===== src/rtl/trap_ctrl_pkg.sv =====
// Shared definitions for the machine-mode trap controller: FSM states,
// exception/interrupt cause codes and the trap vector address helper.
package trap_ctrl_pkg;

    typedef enum logic [1:0] {
        ST_IDLE     = 2'd0,
        ST_TRAP     = 2'd1,
        ST_MRET     = 2'd2,
        ST_REDIRECT = 2'd3
    } trap_state_e;

    // Synchronous exception cause codes (mcause with interrupt bit clear)
    localparam logic [3:0] EXC_INSTR_MISALIGNED   = 4'd0;
    localparam logic [3:0] EXC_INSTR_ACCESS_FAULT = 4'd1;
    localparam logic [3:0] EXC_ILLEGAL_INSTR      = 4'd2;
    localparam logic [3:0] EXC_BREAKPOINT         = 4'd3;
    localparam logic [3:0] EXC_LOAD_MISALIGNED    = 4'd4;
    localparam logic [3:0] EXC_LOAD_ACCESS_FAULT  = 4'd5;
    localparam logic [3:0] EXC_STORE_MISALIGNED   = 4'd6;
    localparam logic [3:0] EXC_STORE_ACCESS_FAULT = 4'd7;
    localparam logic [3:0] EXC_ECALL_U            = 4'd8;
    localparam logic [3:0] EXC_ECALL_M            = 4'd11;

    // Machine interrupt cause codes (mcause with interrupt bit set)
    localparam logic [30:0] IRQ_CODE_MSI = 31'd3;
    localparam logic [30:0] IRQ_CODE_MTI = 31'd7;
    localparam logic [30:0] IRQ_CODE_MEI = 31'd11;

    localparam logic [1:0] MTVEC_MODE_VECTORED = 2'd1;
    localparam logic [1:0] PRIV_MACHINE        = 2'b11;

    // Handler address: vectored mode only offsets interrupts, and the
    // reserved mode encodings fall back to direct mode.
    function automatic logic [31:0] trapVector(
        input logic [29:0] base,
        input logic [1:0]  mode,
        input logic        isInterrupt,
        input logic [30:0] code
    );
        logic [31:0] addr;
        addr = {base, 2'b00};
        if ((mode == MTVEC_MODE_VECTORED) && isInterrupt) begin
            addr = addr + (32'(code) << 2);
        end
        return addr;
    endfunction

endpackage


===== src/rtl/irq_sync.sv =====
// Single-bit multi-flop synchronizer for an asynchronous interrupt level.
module irq_sync #(
    parameter int DEPTH = 2
) (
    input  logic i_clk,
    input  logic i_rst,
    input  logic i_d,
    output logic o_q
);

    logic [DEPTH-1:0] r_chain;

    // Shift the raw level through DEPTH flops; stage 0 may go metastable.
    always_ff @(posedge i_clk or posedge i_rst) begin
        if (i_rst) begin
            r_chain <= '0;
        end else begin
            r_chain[0] <= i_d;
            for (int i = 1; i < DEPTH; i++) begin
                r_chain[i] <= r_chain[i-1];
            end
        end
    end

    assign o_q = r_chain[DEPTH-1];

endmodule


===== src/rtl/trap_ctrl.sv =====
// Machine-mode trap controller: samples interrupt lines, keeps the mip
// copies, arbitrates traps/mret at commit and sequences flush + redirect.
module trap_ctrl
    import trap_ctrl_pkg::*;
#(
    parameter int          SYNC_STAGES  = 2,
    parameter logic [31:0] RESET_VECTOR = 32'h0
) (
    input  logic        i_clk,
    input  logic        i_rst,
    input  logic        i_commit_valid,
    input  logic [31:0] i_commit_pc,
    input  logic        i_exc_valid,
    input  logic [3:0]  i_exc_code,
    input  logic [31:0] i_exc_tval,
    input  logic        i_mret_valid,
    input  logic        i_ext_irq,
    input  logic        i_timer_irq,
    input  logic        i_sw_irq,
    input  logic        i_mstatus_mie,
    input  logic        i_mstatus_mpie,
    input  logic [29:0] i_mtvec_base,
    input  logic [1:0]  i_mtvec_mode,
    input  logic [31:0] i_mepc,
    input  logic        i_mie_msie,
    input  logic        i_mie_mtie,
    input  logic        i_mie_meie,
    output logic        o_trap_take,
    output logic        o_mret_take,
    output logic        o_mcause_interrupt,
    output logic [30:0] o_mcause_exception_code,
    output logic [31:0] o_mepc_value,
    output logic [31:0] o_mtval_value,
    output logic        o_mstatus_mie,
    output logic        o_mstatus_mpie,
    output logic [1:0]  o_mstatus_mpp,
    output logic        o_mip_msip_wen,
    output logic        o_mip_msip,
    output logic        o_mip_mtip_wen,
    output logic        o_mip_mtip,
    output logic        o_mip_meip_wen,
    output logic        o_mip_meip,
    output logic        o_flush,
    output logic        o_pc_redirect,
    output logic [31:0] o_redirect_pc,
    output logic        o_busy
);

    logic        w_extSync;
    logic        r_timerSync;
    logic        r_swSync;
    logic        r_mipMeip;
    logic        r_mipMtip;
    logic        r_mipMsip;
    logic        r_meipWen;
    logic        r_mtipWen;
    logic        r_msipWen;
    logic        w_meiReq;
    logic        w_msiReq;
    logic        w_mtiReq;
    logic        w_irqPending;
    logic [30:0] w_irqCode;
    logic        w_commitIdle;
    logic [31:0] w_target;

    trap_state_e r_state;
    trap_state_e w_nextState;

    logic        r_causeInt;
    logic [30:0] r_causeCode;
    logic [31:0] r_mepc;
    logic [31:0] r_mtval;
    logic        r_fromMret;
    logic [31:0] r_redirectPc;

    irq_sync #(
        .DEPTH (SYNC_STAGES)
    ) u_extSync (
        .i_clk (i_clk),
        .i_rst (i_rst),
        .i_d   (i_ext_irq),
        .o_q   (w_extSync)
    );

    // Timer and software lines are already in this clock domain; one flop aligns them.
    always_ff @(posedge i_clk or posedge i_rst) begin
        if (i_rst) begin
            r_timerSync <= 1'b0;
            r_swSync    <= 1'b0;
        end else begin
            r_timerSync <= i_timer_irq;
            r_swSync    <= i_sw_irq;
        end
    end

    // Track the mip copies and raise a one-cycle write strobe on every level change, in any FSM state.
    always_ff @(posedge i_clk or posedge i_rst) begin
        if (i_rst) begin
            r_mipMeip <= 1'b0;
            r_mipMtip <= 1'b0;
            r_mipMsip <= 1'b0;
            r_meipWen <= 1'b0;
            r_mtipWen <= 1'b0;
            r_msipWen <= 1'b0;
        end else begin
            r_meipWen <= (w_extSync   != r_mipMeip);
            r_mtipWen <= (r_timerSync != r_mipMtip);
            r_msipWen <= (r_swSync    != r_mipMsip);
            r_mipMeip <= w_extSync;
            r_mipMtip <= r_timerSync;
            r_mipMsip <= r_swSync;
        end
    end

    assign o_mip_meip_wen = r_meipWen;
    assign o_mip_mtip_wen = r_mtipWen;
    assign o_mip_msip_wen = r_msipWen;
    assign o_mip_meip     = r_mipMeip;
    assign o_mip_mtip     = r_mipMtip;
    assign o_mip_msip     = r_mipMsip;

    // Interrupt arbitration on the registered mip copies: MEI beats MSI beats MTI.
    always_comb begin
        w_meiReq     = r_mipMeip & i_mie_meie;
        w_msiReq     = r_mipMsip & i_mie_msie;
        w_mtiReq     = r_mipMtip & i_mie_mtie;
        w_irqPending = i_mstatus_mie & (w_meiReq | w_msiReq | w_mtiReq);
        if (w_meiReq) begin
            w_irqCode = IRQ_CODE_MEI;
        end else if (w_msiReq) begin
            w_irqCode = IRQ_CODE_MSI;
        end else begin
            w_irqCode = IRQ_CODE_MTI;
        end
    end

    assign w_commitIdle = (r_state == ST_IDLE) && i_commit_valid;

    // FSM state register.
    always_ff @(posedge i_clk or posedge i_rst) begin
        if (i_rst) begin
            r_state <= ST_IDLE;
        end else begin
            r_state <= w_nextState;
        end
    end

    // Capture the trap cause at commit; interrupts take precedence over the instruction's own event.
    always_ff @(posedge i_clk or posedge i_rst) begin
        if (i_rst) begin
            r_causeInt  <= 1'b0;
            r_causeCode <= '0;
            r_mepc      <= '0;
            r_mtval     <= '0;
            r_fromMret  <= 1'b0;
        end else if (w_commitIdle) begin
            if (w_irqPending) begin
                r_causeInt  <= 1'b1;
                r_causeCode <= w_irqCode;
                r_mepc      <= i_commit_pc;
                r_mtval     <= '0;
                r_fromMret  <= 1'b0;
            end else if (i_exc_valid) begin
                r_causeInt  <= 1'b0;
                r_causeCode <= {27'd0, i_exc_code};
                r_mepc      <= i_commit_pc;
                r_mtval     <= i_exc_tval;
                r_fromMret  <= 1'b0;
            end else if (i_mret_valid) begin
                r_fromMret  <= 1'b1;
            end
        end
    end

    assign o_mcause_interrupt      = r_causeInt;
    assign o_mcause_exception_code = r_causeCode;
    assign o_mepc_value            = r_mepc;
    assign o_mtval_value           = r_mtval;

    // mret returns to the live mepc; a trap goes to the handler for the latched cause.
    assign w_target = r_fromMret ? i_mepc
                                 : trapVector(i_mtvec_base, i_mtvec_mode, r_causeInt, r_causeCode);

    // Keep the last redirect target visible after REDIRECT so the port never glitches back.
    always_ff @(posedge i_clk or posedge i_rst) begin
        if (i_rst) begin
            r_redirectPc <= RESET_VECTOR;
        end else if (r_state == ST_REDIRECT) begin
            r_redirectPc <= w_target;
        end
    end

    // Next-state logic and per-state pulses; TRAP/MRET/REDIRECT each last exactly one cycle.
    always_comb begin
        w_nextState    = r_state;
        o_trap_take    = 1'b0;
        o_mret_take    = 1'b0;
        o_flush        = 1'b0;
        o_pc_redirect  = 1'b0;
        o_mstatus_mie  = 1'b0;
        o_mstatus_mpie = 1'b0;
        o_mstatus_mpp  = 2'b00;
        o_redirect_pc  = r_redirectPc;
        o_busy         = (r_state != ST_IDLE);
        case (r_state)
            ST_IDLE: begin
                if (i_commit_valid) begin
                    if (w_irqPending || i_exc_valid) begin
                        w_nextState = ST_TRAP;
                    end else if (i_mret_valid) begin
                        w_nextState = ST_MRET;
                    end
                end
            end
            ST_TRAP: begin
                o_trap_take    = 1'b1;
                o_flush        = 1'b1;
                o_mstatus_mie  = 1'b0;
                o_mstatus_mpie = i_mstatus_mie;
                o_mstatus_mpp  = PRIV_MACHINE;
                w_nextState    = ST_REDIRECT;
            end
            ST_MRET: begin
                o_mret_take    = 1'b1;
                o_flush        = 1'b1;
                o_mstatus_mie  = i_mstatus_mpie;
                o_mstatus_mpie = 1'b1;
                o_mstatus_mpp  = PRIV_MACHINE;
                w_nextState    = ST_REDIRECT;
            end
            ST_REDIRECT: begin
                o_pc_redirect = 1'b1;
                o_redirect_pc = w_target;
                w_nextState   = ST_IDLE;
            end
            default: begin
                w_nextState = ST_IDLE;
            end
        endcase
    end

endmodule

===== config.mk =====
export PLATFORM = sky130hd
export DESIGN_NAME = trap_ctrl
export DESIGN_NICKNAME = d
export VERILOG_FILES = /design/src/rtl/trap_ctrl_pkg.sv /design/src/rtl/irq_sync.sv /design/src/rtl/trap_ctrl.sv
export SDC_FILE = /design/constraint.sdc
export NUM_CORES = 1
export LEC_CHECK = 0
export BUFFER_PORTS_ARGS = -buffer_cell sky130_fd_sc_hd__buf_2
export CAP_MARGIN = 20
export CORE_MARGIN = 2
export CORE_UTILIZATION = 46
export DETAILED_ROUTE_END_ITERATION = 10
export GPL_TIMING_DRIVEN = 0
export PLACE_DENSITY_LB_ADDON = 0.05
export SYNTH_ARGS = -nofsm -noshare
export SYNTH_HDL_FRONTEND = slang
export SYNTH_SLANG_ARGS = --single-unit

===== constraint.sdc =====
create_clock -name i_clk -period 4.1 [get_ports i_clk]
set_input_delay 0.41 -clock i_clk [delete_from_list [all_inputs] [get_ports i_clk]]
set_output_delay 0.41 -clock i_clk [all_outputs]
set_load 0.02 [all_outputs]

==> summary.md, run 1 <==
| Metric | Value |
|---|---|
| Status | finished with violations |
| Violated checks | DRC |
| Initial antenna violation count | 0 |
| First drt pass iteration count | 8 |
| # port buffers | 260 |
| Die Y | around 110 um |
| Post-Syn Instances | ~550 |
| H-Tree Depth | 4 |
| Final Hold Viols | 0 |
| Starting Density | 47.4% |
| Cell variety after synth | 54 |
| RSZ-0062 raised after global routing | no |
| Worst EP arrival | about 3100 ps |
| Placed standard-cell area | 0.00707 sq mm |
| Layout Cells excl Fill | roughly 1,000 |
| Hold_buf cts | 0 |
| Post-DP HPWL | approximately 12 mm |
| Layout cells sized above 1 | 38.7% |
| CTS Buf Count | 17 |
| Total gr overflow | 0 |
| Layout area overhead | 40.9% |
| Die W | approximately 110 um |
| Placed Cells | approximately 980 |
| Most common cell after layout, fill and taps aside | buf_2 |
| Synth Flop Type | dfrtp_1 |
| Pleak | 4.07 nW |
| Max-cap violations | 0 |
| Via count | 5,093 |
| Clock latency on the worst-skew pair | between 400 and 500 ps |
| Tcrit/Tclk final | roughly 86% |
| PD cells | approximately 830 mW/mm^2 |
| Io pins | 288 |
| Largest net degree at the start of global routing | 61 |
| Clock Path Buffers | 2 |
| Vias per cell | between 5 and 6 |
| Hold depth | 1 |
| Synthesized area | ~0.0055 sq mm |
| Clock transition at the registers of the reported paths | 60 ps |
| Final nets | ~1,000 |
| Most frequent cells in the layout | buf_2 (261), nand2_1 (120), dfrtp_1 (114) |
| Global Route Usage Sum | 25.8% |
| Tightest Hold Check Type | in2reg |
| Setup_tns | 0 ps |
| Actual slew at the worst max-slew pin | ~870 ps |
| Design area | roughly 0.0077 sq mm |
| Max Clk Rate | between 0.2 and 0.3 GHz |
| Final Util | 66.8% |
| Weighted congestion at the end of routability-driven global placement | approximately 0.89 |
| Critical Path Source Type | register |
| Post-synth ARST share | 100% |
| Vias in the first global route | 5,176 |
| Root buf cell | clkbuf_16 |
| Slew HR | between 40% and 50% |
| WP data required | ~3700 ps |
| EDFF count, synth | 0 |
| Iter 0 DRT Violations | 231 |
| Reg2reg setup slack | approximately 1500 ps |
| Antenna violation net count after detailed routing | 0 |
| Die Area | 0.0128 sq mm |
| WS Path Type | reg2out |
| # DRC | 17 |
| Std-Cell Rows | 39 |
| Register area share after synthesis | 52.2% |
| Max Slew Vio Count | 0 |
| CP max FO | 10 |
| Yosys top cell area share | about 52% |
| CTS Sinks | 114 |
| CTS tree | built |
| CORE AREA | ~0.012 sq mm |
| Clock skew | 15.5 ps |
| Post-CTS setup buffers | 0 |
| Final Setup Violations | 0 |
| Seq cells post-synth | between 100 and 150 |
| Maximum VDD drop | between 0.0004 and 0.0005 V |
| Antenna cell count | 0 |
| Minimum clock period | between 3000 and 4000 ps |
| FF-to-FF path depth | 8 |
| Syn Area/Cell | 10.0 sq um |
| Synth Warn # | 0 |
| Setup crit end kind | primary output |
| Synth area leaders | dfrtp_1 (52%), nand2_1 (8.2%), a22o_1 (5.6%), buf_4 (4.0%), a22oi_1 (2.7%) |
| Total power | roughly 6.4 mW |
| First-pass GRT wire length | between 20 and 30 mm |
| Total Wirelength | about 16 mm |
| DR WL/cell | 16.2 um |
| Yosys top cell by area | dfrtp_1 |
| PostCTS Resize Cnt | 0 |
[cells by family (layout without fill, tap and decap cells)]
logic type | Yosys count | in the layout | synth area share, %
buf+inv | 71 | 363 | 7.26
xor+xnor | 24 | 24 | 3.85
flops | 114 | 114 | 52.2
other cells | 1 | 27 | 0.0686
fa+ha+maj | 9 | 9 | 2.20
simple gates | 195 | 195 | 16.9
mux | 9 | 9 | 1.74
compound gates | 122 | 122 | 15.8
[synthesized netlist by cell type (3+ instances only)]
cell type and n:
a22oi_1 20, xnor2_1 11, clkbuf_1 25, nand2_1 120, a21oi_1 14, nand3_1 8
or4_1 3, nor2b_1 3, xor2_1 13, and3_1 6, nor2_1 11, dfrtp_1 114
a22o_1 35, and2_1 9, mux2_2 4, o21ai_0 27, buf_4 29, ha_1 8
o22ai_1 3, a31oi_1 4, a211oi_1 5, nor4_1 4, nand4_1 11, inv_1 12
mux2i_1 5, nor3_1 6
[sequential cells by signal (all words and copies together), names as in the netlist]
register                 cells
o_mepc_value                32
o_mtval_value               32
r_redirectPc                32
o_mcause_exception_code      4
r_state                      2
u_extSync.r_chain            2
o_mcause_interrupt           1
o_mip_meip                   1
o_mip_meip_wen               1
o_mip_msip                   1
o_mip_msip_wen               1
o_mip_mtip                   1
o_mip_mtip_wen               1
r_fromMret                   1
r_swSync                     1
r_timerSync                  1
[metrics by stage]
step	hold slack, ps	worst slack [ps]
finish	90.1	577
global route	79.7	396
CTS	80.3	538
detailed placement	336	869
global placement	334	-554
floorplan	331	674
[path summary, 6_finish.rpt]
check / from / to
hold / removal: i_timer_irq / r_timerSync$_DFF_PP0_
max in group asynchronous: i_rst / r_redirectPc[30]$_DFF_PP0_
setup / recovery: o_mcause_exception_code[0]$_DFFE_PP0P_ / o_redirect_pc[30]
setup reg to reg: o_mcause_exception_code[0]$_DFFE_PP0P_ / r_redirectPc[30]$_DFF_PP0_
hold reg to reg: u_extSync.r_chain[0]$_DFF_PP0_ / u_extSync.r_chain[1]$_DFF_PP0_
min in group asynchronous: i_rst / o_mepc_value[22]$_DFFE_PP0P_
[routing by layer]
layer  part of all wire (%)  up-vias  track usage, %
met2                     50      236            44.0
met5                      0        -               0
met3                    9.2       33            9.32
met4                    2.7        0            11.4
met1                     38     2352            29.2
li1                       -     2472               -
[cell type report]
type | count | area [sq um]
clock inverters | 7 | 123
clock buffers | 24 | 502
fillers | 965 | 3820
well taps | 143 | 179
multi-input cells | 386 | 2310
flip-flops and latches | 114 | 2850
inverters | 12 | 47.5
plain buffers | 59 | 352
repair buffers | 261 | 1330
[worst max-delay path: stages (launching register included)]
cell	delay [ps]
dfrtp_1	400
ha_1	220
fa_1	410
a21o_2	230
a21oi_1	180
clkbuf_1	380
or4_1	280
mux2_2	350
nand2_1	70
buf_2	170
[where the power goes]
part / internal, mW / leakage [nW] / total [mW] / switching [mW]
combinational: 1.06 / 2.36 / 2.96 / 1.90
sequential: 1.64 / 1.42 / 1.89 / 0.252
clock: 1.03 / 0.299 / 1.54 / 0.509
total: 3.74 / 4.07 / 6.40 / 2.66
Power figures use the tool's default switching activity.
==> run 2, diff against run 1 <==
--- a/config.mk
+++ b/config.mk
@@ -5,10 +5,12 @@
 export SDC_FILE = /design/constraint.sdc
 export NUM_CORES = 1
 export LEC_CHECK = 0
+export ABC_AREA = 1
 export BUFFER_PORTS_ARGS = -buffer_cell sky130_fd_sc_hd__buf_2
 export CAP_MARGIN = 20
 export CORE_MARGIN = 2
-export CORE_UTILIZATION = 46
+export CORE_UTILIZATION = 47
+export CTS_CLUSTER_DIAMETER = 120
 export DETAILED_ROUTE_END_ITERATION = 10
 export GPL_TIMING_DRIVEN = 0
 export PLACE_DENSITY_LB_ADDON = 0.05
==> run 2 against run 1 <==
Effect of this change:
- the flow now finishes without violations
- cell count rose by 32%
- clock skew shrank 8.6 ps
- worst setup slack gained 430 ps
- via count up 24%
- die area rose by 8.6%
- flip-flop and latch count unchanged
- routed wire length is 14% higher
==> summary.md, run 2 <==
| Metric | Value |
|---|---|
| Yosys top cell area share | 46.9% (-5.3 points) |
| Synth Warn # | 0 (unchanged) |
| First-pass GRT wire length | 29.9 mm (+17%) |
| Synth cell count leaders | nand2_1 (390), dfrtp_1 (114), nand3_1 (95) |
| Critical Path Source Type | register |
| Clock Power Share | 22.9% (-1.2 points) |
| Starting Density | 48.2% (+0.74 points) |
| Iter 0 DRT Violations | 377 (+63%) |
| Post-CTS setup buffers | 0 (unchanged) |
| Cell variety after synth | 37 (-31%) |
| Post-synth ARST share | 100% (unchanged) |
| Max-cap violations | 0 (unchanged) |
| Final nets | 1,295 (+29%) |
| Total gr overflow | 0 (unchanged) |
| Dpl ws | 1350 ps (+483 ps) |
| # port buffers | 260 (unchanged) |
| WP data required | 3690 ps (about the same) |
| CP top delay family | simple AND/OR/NAND/NOR gates |
| Synth Flop Type | dfrtp_1 |
| WS Path Type | reg2out |
| Int Power | 3.49 mW (-6.7%) |
| Most used cell, CP | nand2_1 |
| Status | completed |
| Count leader, synth | nand2_1 |
| Clock latency on the worst-skew pair | 420 ps (about the same) |
| Max Slew Vio Count | 0 (unchanged) |
| Pleak | 4.83 nW (+19%) |
| Combinational power share | 47.5% (+1.2 points) |
| PD cells | 758 mW/mm^2 (-8.8%) |
| Fillcell total | 1,240 (+28%) |
| Antenna violation net count after detailed routing | 0 (unchanged) |
| Tcrit/Tclk final | 75.5% (-10 points) |
| Initial antenna violation count | 1 (+1) |
| Register area share after synthesis | 46.9% (-5.3 points) |
| Largest net degree at the start of global routing | 92 (+51%) |
| Die Y | 118 um (+4.2%) |
| Via count | 6,305 (+24%) |
| Post-Syn Instances | 834 (+53%) |
| First drt pass iteration count | 5 (-3) |
| CP cell instances | ha_1 > fa_1 > nand2_1 > nand2_1 > nand2_1 > nand2_1 > inv_1 > nor2_2 > nand2_1 > nor2_1 > a21o_1 > nand3_1 > nand2_1 > buf_2 |
| Vias per cell | 4.75 (-6.2%) |
| Setup crit end kind | primary output |
| Die Area | 0.0139 sq mm (+8.6%) |
| CTS Buf Count | 17 (unchanged) |
| Actual slew at the worst max-slew pin | 638 ps (-233 ps) |
| Max Clk Rate | 0.323 GHz (+14%) |
| Tightest Hold Check Type | in2reg |
| Sw Ratio | 44.7% (+3.1 points) |
| # DRC | 0 (-17) |
| Slowest library cell on the worst path | dfrtp_1 |
| Synthesized area | 0.00608 sq mm (+11%) |
| Sequential Power Share | 29.6% (about the same) |
| Clock skew | 6.91 ps (-8.58 ps) |
| Synth area leaders | dfrtp_1 (47%), nand2_1 (24%), nand3_1 (7.8%), buf_4 (3.7%), nor2_1 (3.5%) |
| Final Hold Viols | 0 (unchanged) |
| Root buf cell | clkbuf_16 |
| Worst EP arrival | 2680 ps (-430 ps) |
| H-Tree Depth | 4 (unchanged) |
| Total Wirelength | 18.5 mm (+14%) |
| Layout area overhead | 36.9% |
| Critical Path Max Stage Delay | 420 ps (about the same) |
| Seq cells post-synth | 114 (unchanged) |
| Slew HR | 57.5% (+16 points) |
| Syn Area/Cell | 7.29 sq um (-27%) |
| Global Route Usage Sum | 27.2% (+1.4 points) |
| DR WL/cell | 13.9 um (-14%) |
| EDFF count, synth | 0 (unchanged) |
| CTS Sinks | 114 (unchanged) |
| Setup_tns | 0 ps (unchanged) |
| Final Setup Violations | 0 (unchanged) |
| Post-DP HPWL | 14.0 mm (+12%) |
| RSZ-0062 raised after global routing | no |
| Maximum VDD drop | 0.000419 V (-3.9%) |
| CP max FO | 5 (-5) |
| WP buf/inv | 2 (unchanged) |
| Std-Cell Rows | 41 (+5.1%) |
| Weighted congestion at the end of routability-driven global placement | 0.922 (+3.8%) |
| Final setup margin | 1010 ps (+429 ps) |
| Most common cell after layout, fill and taps aside | nand2_1 |
| CTS tree | built |
| Minimum clock period | 3090 ps (-429 ps) |
| Io pins | 288 (unchanged) |
| Die W | 118 um (+4.2%) |
| Layout cells sized above 1 | 30.3% (-8.4 points) |
| Sw Pwr | 2.82 mW (+6.1%) |
| CORE AREA | 0.0126 sq mm (+9.6%) |
| Clock transition at the registers of the reported paths | 60 ps (about the same) |
| Clock Path Buffers | 2 (unchanged) |
| Vias in the first global route | 5,990 (+16%) |
| PostCTS Resize Cnt | 0 (unchanged) |
| Most frequent cells in the layout | nand2_1 (390), buf_2 (273), dfrtp_1 (114) |
| Yosys top cell by area | dfrtp_1 |
-- run 2: layer usage --
metal	part of all wire [%]	track usage (%)	wire [um]	up-vias
met5	0	0	0	-
met4	2.0	9.64	367	0
met3	8.1	8.38	1500	34
met2	50	46.8	9230	232
met1	40	32.2	7390	2856
li1	-	-	-	3183
-- run 2: final cells by class --
class                   count  area (sq um)  area share, %
multi-input cells         636          2770           33.3
clock inverters            15           158           1.89
flip-flops and latches    114          2850           34.3
well taps                 172           215           2.58
inverters                  49           189           2.27
clock buffers              17           425           5.11
repair buffers            262          1340           16.1
plain buffers              61           373           4.48
diodes                      2          5.00         0.0601
-- run 2: cells by family after synthesis --
group | after synthesis | synth area share [%]
AO/OA/AOI/OAI | 30 | 3.02
XOR/XNOR | 8 | 1.15
adder cells (fa/ha/maj) | 9 | 1.98
buffers and inverters | 110 | 9.16
flip-flops | 114 | 46.9
other | 1 | 0.0617
AND/OR/NAND/NOR | 562 | 37.7
-- run 2: what timing repair did --
action	4_1_cts	5_1_grt
hold endpoints to repair	23	0
endpoints found under the setup margin	0	0
hold buffers	1	0
-- run 2: path summary, 6_finish.rpt --
kind	startpoint	end	slack (ps)	cells after the start
setup / recovery	o_mcause_exception_code[0]$_DFFE_PP0P_	o_redirect_pc[28]	1010	14
hold / removal	i_timer_irq	r_timerSync$_DFF_PP0_	90	1
setup reg to reg	o_mcause_exception_code[0]$_DFFE_PP0P_	r_redirectPc[28]$_DFF_PP0_	1870	13
hold reg to reg	u_extSync.r_chain[0]$_DFF_PP0_	u_extSync.r_chain[1]$_DFF_PP0_	350	0
max in group asynchronous	i_rst	r_redirectPc[9]$_DFF_PP0_	2880	4
min in group asynchronous	i_rst	o_mepc_value[20]$_DFFE_PP0P_	490	3
-- run 2: metrics by stage --
| stage | cell area [sq um] | std cells | hold slack (ps) | power, mW | util (%) |
|---|---|---|---|---|---|
| 2_1_floorplan | 6180 | 860 | 331 | 3.80 | - |
| 3_3_place_gp | 7690 | 1292 | 334 | 4.82 | 61.0 |
| 3_5_place_dp | 7730 | 1293 | 336 | 4.86 | 61.2 |
| 4_1_cts | 8320 | 1326 | 82.2 | 6.35 | 65.9 |
| 5_1_grt | 8320 | 1327 | 82.8 | 6.74 | 66.0 |
| 6_report | 8330 | 1328 | 93.8 | 6.31 | 66.0 |
-- run 2: power groups by stage --
stage	sequential [mW]	clock, mW	combinational (mW)
after floorplan	2.25	0	1.56
after global placement	1.86	0	2.96
after detailed placement	1.86	0	3.00
after CTS	1.87	1.46	3.02
after global routing	1.93	1.52	3.29
final	1.87	1.45	3.00
==> run 3, diff against run 2 <==
--- a/config.mk
+++ b/config.mk
@@ -5,11 +5,11 @@
 export SDC_FILE = /design/constraint.sdc
 export NUM_CORES = 1
 export LEC_CHECK = 0
-export ABC_AREA = 1
+export ABC_AREA = 0
 export BUFFER_PORTS_ARGS = -buffer_cell sky130_fd_sc_hd__buf_2
 export CAP_MARGIN = 20
 export CORE_MARGIN = 2
-export CORE_UTILIZATION = 47
+export CORE_UTILIZATION = 41
 export CTS_CLUSTER_DIAMETER = 120
 export DETAILED_ROUTE_END_ITERATION = 10
 export GPL_TIMING_DRIVEN = 0
==> constraint.sdc (replaced) <==
create_clock -name i_clk -period 2.65 [get_ports i_clk]
set_input_delay 0.265 -clock i_clk [delete_from_list [all_inputs] [get_ports i_clk]]
set_output_delay 0.265 -clock i_clk [all_outputs]
set_load 0.02 [all_outputs]
==> run 3 against run 2 <==
Effect of this change:
- the flow now finishes with violations (setup timing)
- first-iteration DRC count decreased by 17%
- combinational power increased by 90%
- worst setup slack got worse by 1200 ps
- utilization decreased by 1.6 points
- clock skew increased by 12 ps
- clock power increased by 62%
- sequential power increased by 58%
- flip-flop and latch count unchanged
- register-to-register slack got worse by 1800 ps
- power increased by 74%
- cell count decreased by 19%
==> summary.md, run 3 (synthesis results as in run 1) <==
| Metric | Value |
|---|---|
| H-Tree Depth | 4 (unchanged) |
| Setup crit end kind | primary output |
| Starting Density | 41.6% (-6.6 points) |
| Clock latency on the worst-skew pair | 420 ps (about the same) |
| Max Clk Rate | around 0.35 GHz |
| Io pins | 288 (unchanged) |
| Final Util | 64.4% (-1.6 points) |
| Critical Path Max Stage Delay | 540 ps (+120 ps) |
| Pleak | 4.41 nW (-8.7%) |
| Clock Path Buffers | 2 (unchanged) |
| Worst EP arrival | 2590 ps (-90 ps) |
| Layout area overhead | 54.8% |
| Largest net degree at the start of global routing | 45 (-51%) |
| Iter 0 DRT Violations | 312 (-17%) |
| Final Setup Violations | 24 (+24) |
| Root buf cell | clkbuf_16 |
| RSZ-0062 raised after global routing | yes |
| Vias per cell | 4.92 (+3.7%) |
| Die W | 119 um (+1.4%) |
| Status | finished with violations |
| Max Slew Vio Count | 0 (unchanged) |
| Reg2reg setup slack | 60 ps (-1810 ps) |
| Actual slew at the worst max-slew pin | 722 ps (+84.5 ps) |
| Clock skew | 18.5 ps (+11.6 ps) |
| Most common cell after layout, fill and taps aside | buf_2 |
| # DRC | 0 (unchanged) |
| Std-Cell Rows | 42 (+2.4%) |
| CP max FO | 4 (-1) |
| CTS Buf Count | 17 (unchanged) |
| Reg2reg end | r_redirectPc[22]$_DFF_PP0_ |
| Combinational power share | 51.8% (+4.3 points) |
| First drt pass iteration count | 5 (unchanged) |
| Post-DP HPWL | 13.0 mm (-7.2%) |
| Weighted congestion at the end of routability-driven global placement | 0.860 (-6.8%) |
| Placed Cells | 1,009 (-22%) |
| Sw Ratio | 40.8% (-4.0 points) |
| Minimum clock period | ~2900 ps |
| Worst setup endpoint | o_redirect_pc[22] |
| Maximum VDD drop | 0.000705 V (+68%) |
| Tightest Hold Check Type | in2reg |
| Final setup margin | -206 ps (-1210 ps) |
| Slowest library cell on the worst path | or4_4 |
| CTS tree | built |
| Die Y | 119 um (+1.4%) |
| WS Path Type | reg2out |
| PD cells | 1300 mW/mm^2 (+71%) |
| Violated checks | setup timing |
| Tcrit/Tclk final | 108% |
| WP data required | 2380 ps (-1310 ps) |
| Global Route Usage Sum | 24.7% (-2.5 points) |
| FF-to-FF Start | o_mcause_exception_code[0]$_DFFE_PP0P_ |
| First-pass GRT wire length | 27.5 mm (-7.9%) |
| Critical Path Source Type | register |
| Via count | 5,320 (-16%) |
| Total gr overflow | 0 (unchanged) |
| Layout cells sized above 1 | 45.2% (+15 points) |
| # port buffers | 260 (unchanged) |
| Final nets | 1,046 (-19%) |
| CP cell instances | ha_2 > fa_2 > a21o_4 > a21oi_4 > or3_4 > or4_4 > a31oi_4 > buf_6 |
| Layout Cells excl Fill | 1,081 (-19%) |
| Clock transition at the registers of the reported paths | 50 ps (about the same) |
| Int Power | 6.51 mW (+87%) |
| Most frequent cells in the layout | buf_2 (242), nand2_1 (119), dfrtp_1 (113) |
| Initial antenna violation count | 3 (+2) |
| Antenna violation net count after detailed routing | 0 (unchanged) |
| CORE AREA | 0.0131 sq mm (+4.1%) |
| Vias in the first global route | 5,569 (-7.0%) |
| DR WL/cell | 16.3 um (+17%) |
| FF-to-FF path depth | 12 (-1) |
| CTS Sinks | 114 (unchanged) |
| Sw Pwr | 4.48 mW (+59%) |
| Final Hold Viols | 0 (unchanged) |
| Die Area | 0.0143 sq mm (+2.9%) |
| Sequential Power Share | 26.8% (-2.8 points) |
| Clock Power Share | 21.4% (-1.5 points) |
| Max-cap violations | 0 (unchanged) |
| Slew HR | 51.8% (-5.7 points) |
| Total Wirelength | 17.6 mm (-4.9%) |
| Crit path launch | o_mcause_exception_code[0]$_DFFE_PP0P_ |
run 3: cell count changes in the layout (fill, tap and decap cells not counted), moves of 9 or more:
cell / before / now
nand2_1: 390 / 119
and2_1: 0 / 9
xnor2_1: 1 / 10
nand4_1: 2 / 11
nand3_1: 95 / 8
a22oi_1: 0 / 20
a22o_1: 0 / 35
buf_4: 30 / 69
inv_1: 43 / 11
buf_2: 273 / 242
nor2_1: 56 / 9
buf_6: 2 / 13
run 3: worst min path at each step:
stage                                   start                             end  slack (ps)  cells after the start
5_1_grt                       i_commit_pc[21]    o_mepc_value[21]$_DFFE_PP0P_          40                      3
3_3_place_gp   u_extSync.r_chain[0]$_DFF_PP0_  u_extSync.r_chain[1]$_DFF_PP0_         330                      0
4_1_cts                       i_commit_pc[23]    o_mepc_value[23]$_DFFE_PP0P_          30                      3
2_1_floorplan                        i_sw_irq              r_swSync$_DFF_PP0_         300                      0
6_report                      i_commit_pc[17]    o_mepc_value[17]$_DFFE_PP0P_          30                      3
3_5_place_dp   u_extSync.r_chain[0]$_DFF_PP0_  u_extSync.r_chain[1]$_DFF_PP0_         340                      0
run 3: critical path, delay by kind of cell, from the launching register on:
family | cells | cell delay, ps
compound gates | 3 | 360
fa+ha+maj | 2 | 410
buf+inv | 1 | 150
flops | 1 | 360
simple gates | 2 | 900
run 3: cell type report:
| cell class | count | area [sq um] |
|---|---|---|
| multi-input combinational | 386 | 2570 |
| timing repair buffer | 302 | 1780 |
| tap | 176 | 220 |
| sequential | 114 | 2850 |
| clock inverter | 9 | 130 |
| inverter | 12 | 48.8 |
| clock buffer | 22 | 474 |
| fill | 1160 | 4680 |
| antenna | 1 | 2.50 |
| buffer | 59 | 379 |
run 3: layer usage:
| layer | global-route usage, % | wire length [um] | share of wire, % | vias to the layer above |
|---|---|---|---|---|
| li1 | - | - | - | 2553 |
| met1 | 29.2 | 6900 | 39 | 2504 |
| met2 | 41.3 | 8770 | 50 | 231 |
| met3 | 8.19 | 1530 | 8.7 | 30 |
| met4 | 10.0 | 375 | 2.1 | 2 |
| met5 | 0 | 8 | 0.045 | - |
run 3: power by group through the flow:
stage                     logic (mW)  clock network, mW  registers (mW)
after floorplan                 2.39                  0            3.54
after detailed placement        4.65                  0            2.94
after CTS                       5.42               2.37            2.94
after global placement          4.56                  0            2.92
final                           5.69               2.35            2.95
after global routing            6.11               2.47            3.04
run 3: what timing repair did:
item                                   in CTS  in global routing
endpoints found under the hold margin      25                  0
hold buffers                                4                  0
cloned                                      0                  1
gates resized for setup                    60                 36
setup endpoints to repair                  30                 33
setup buffers                              27                 14
pin swaps                                  15                 21
run 3: through the flow:
step                      setup slack [ps]  TNS [ps]  hold slack (ps)  power (mW)  instance area, sq um
after CTS                             -220     -2770             27.8        10.7                  8230
after floorplan                       6.38         0              296        5.93                  5570
final                                 -206     -2320             33.9        11.0                  8460
after global routing                  -275     -5200             35.5        11.6                  8460
after detailed placement              -183      -246              343        7.59                  7130
after global placement                -182      -213              333        7.48                  7090
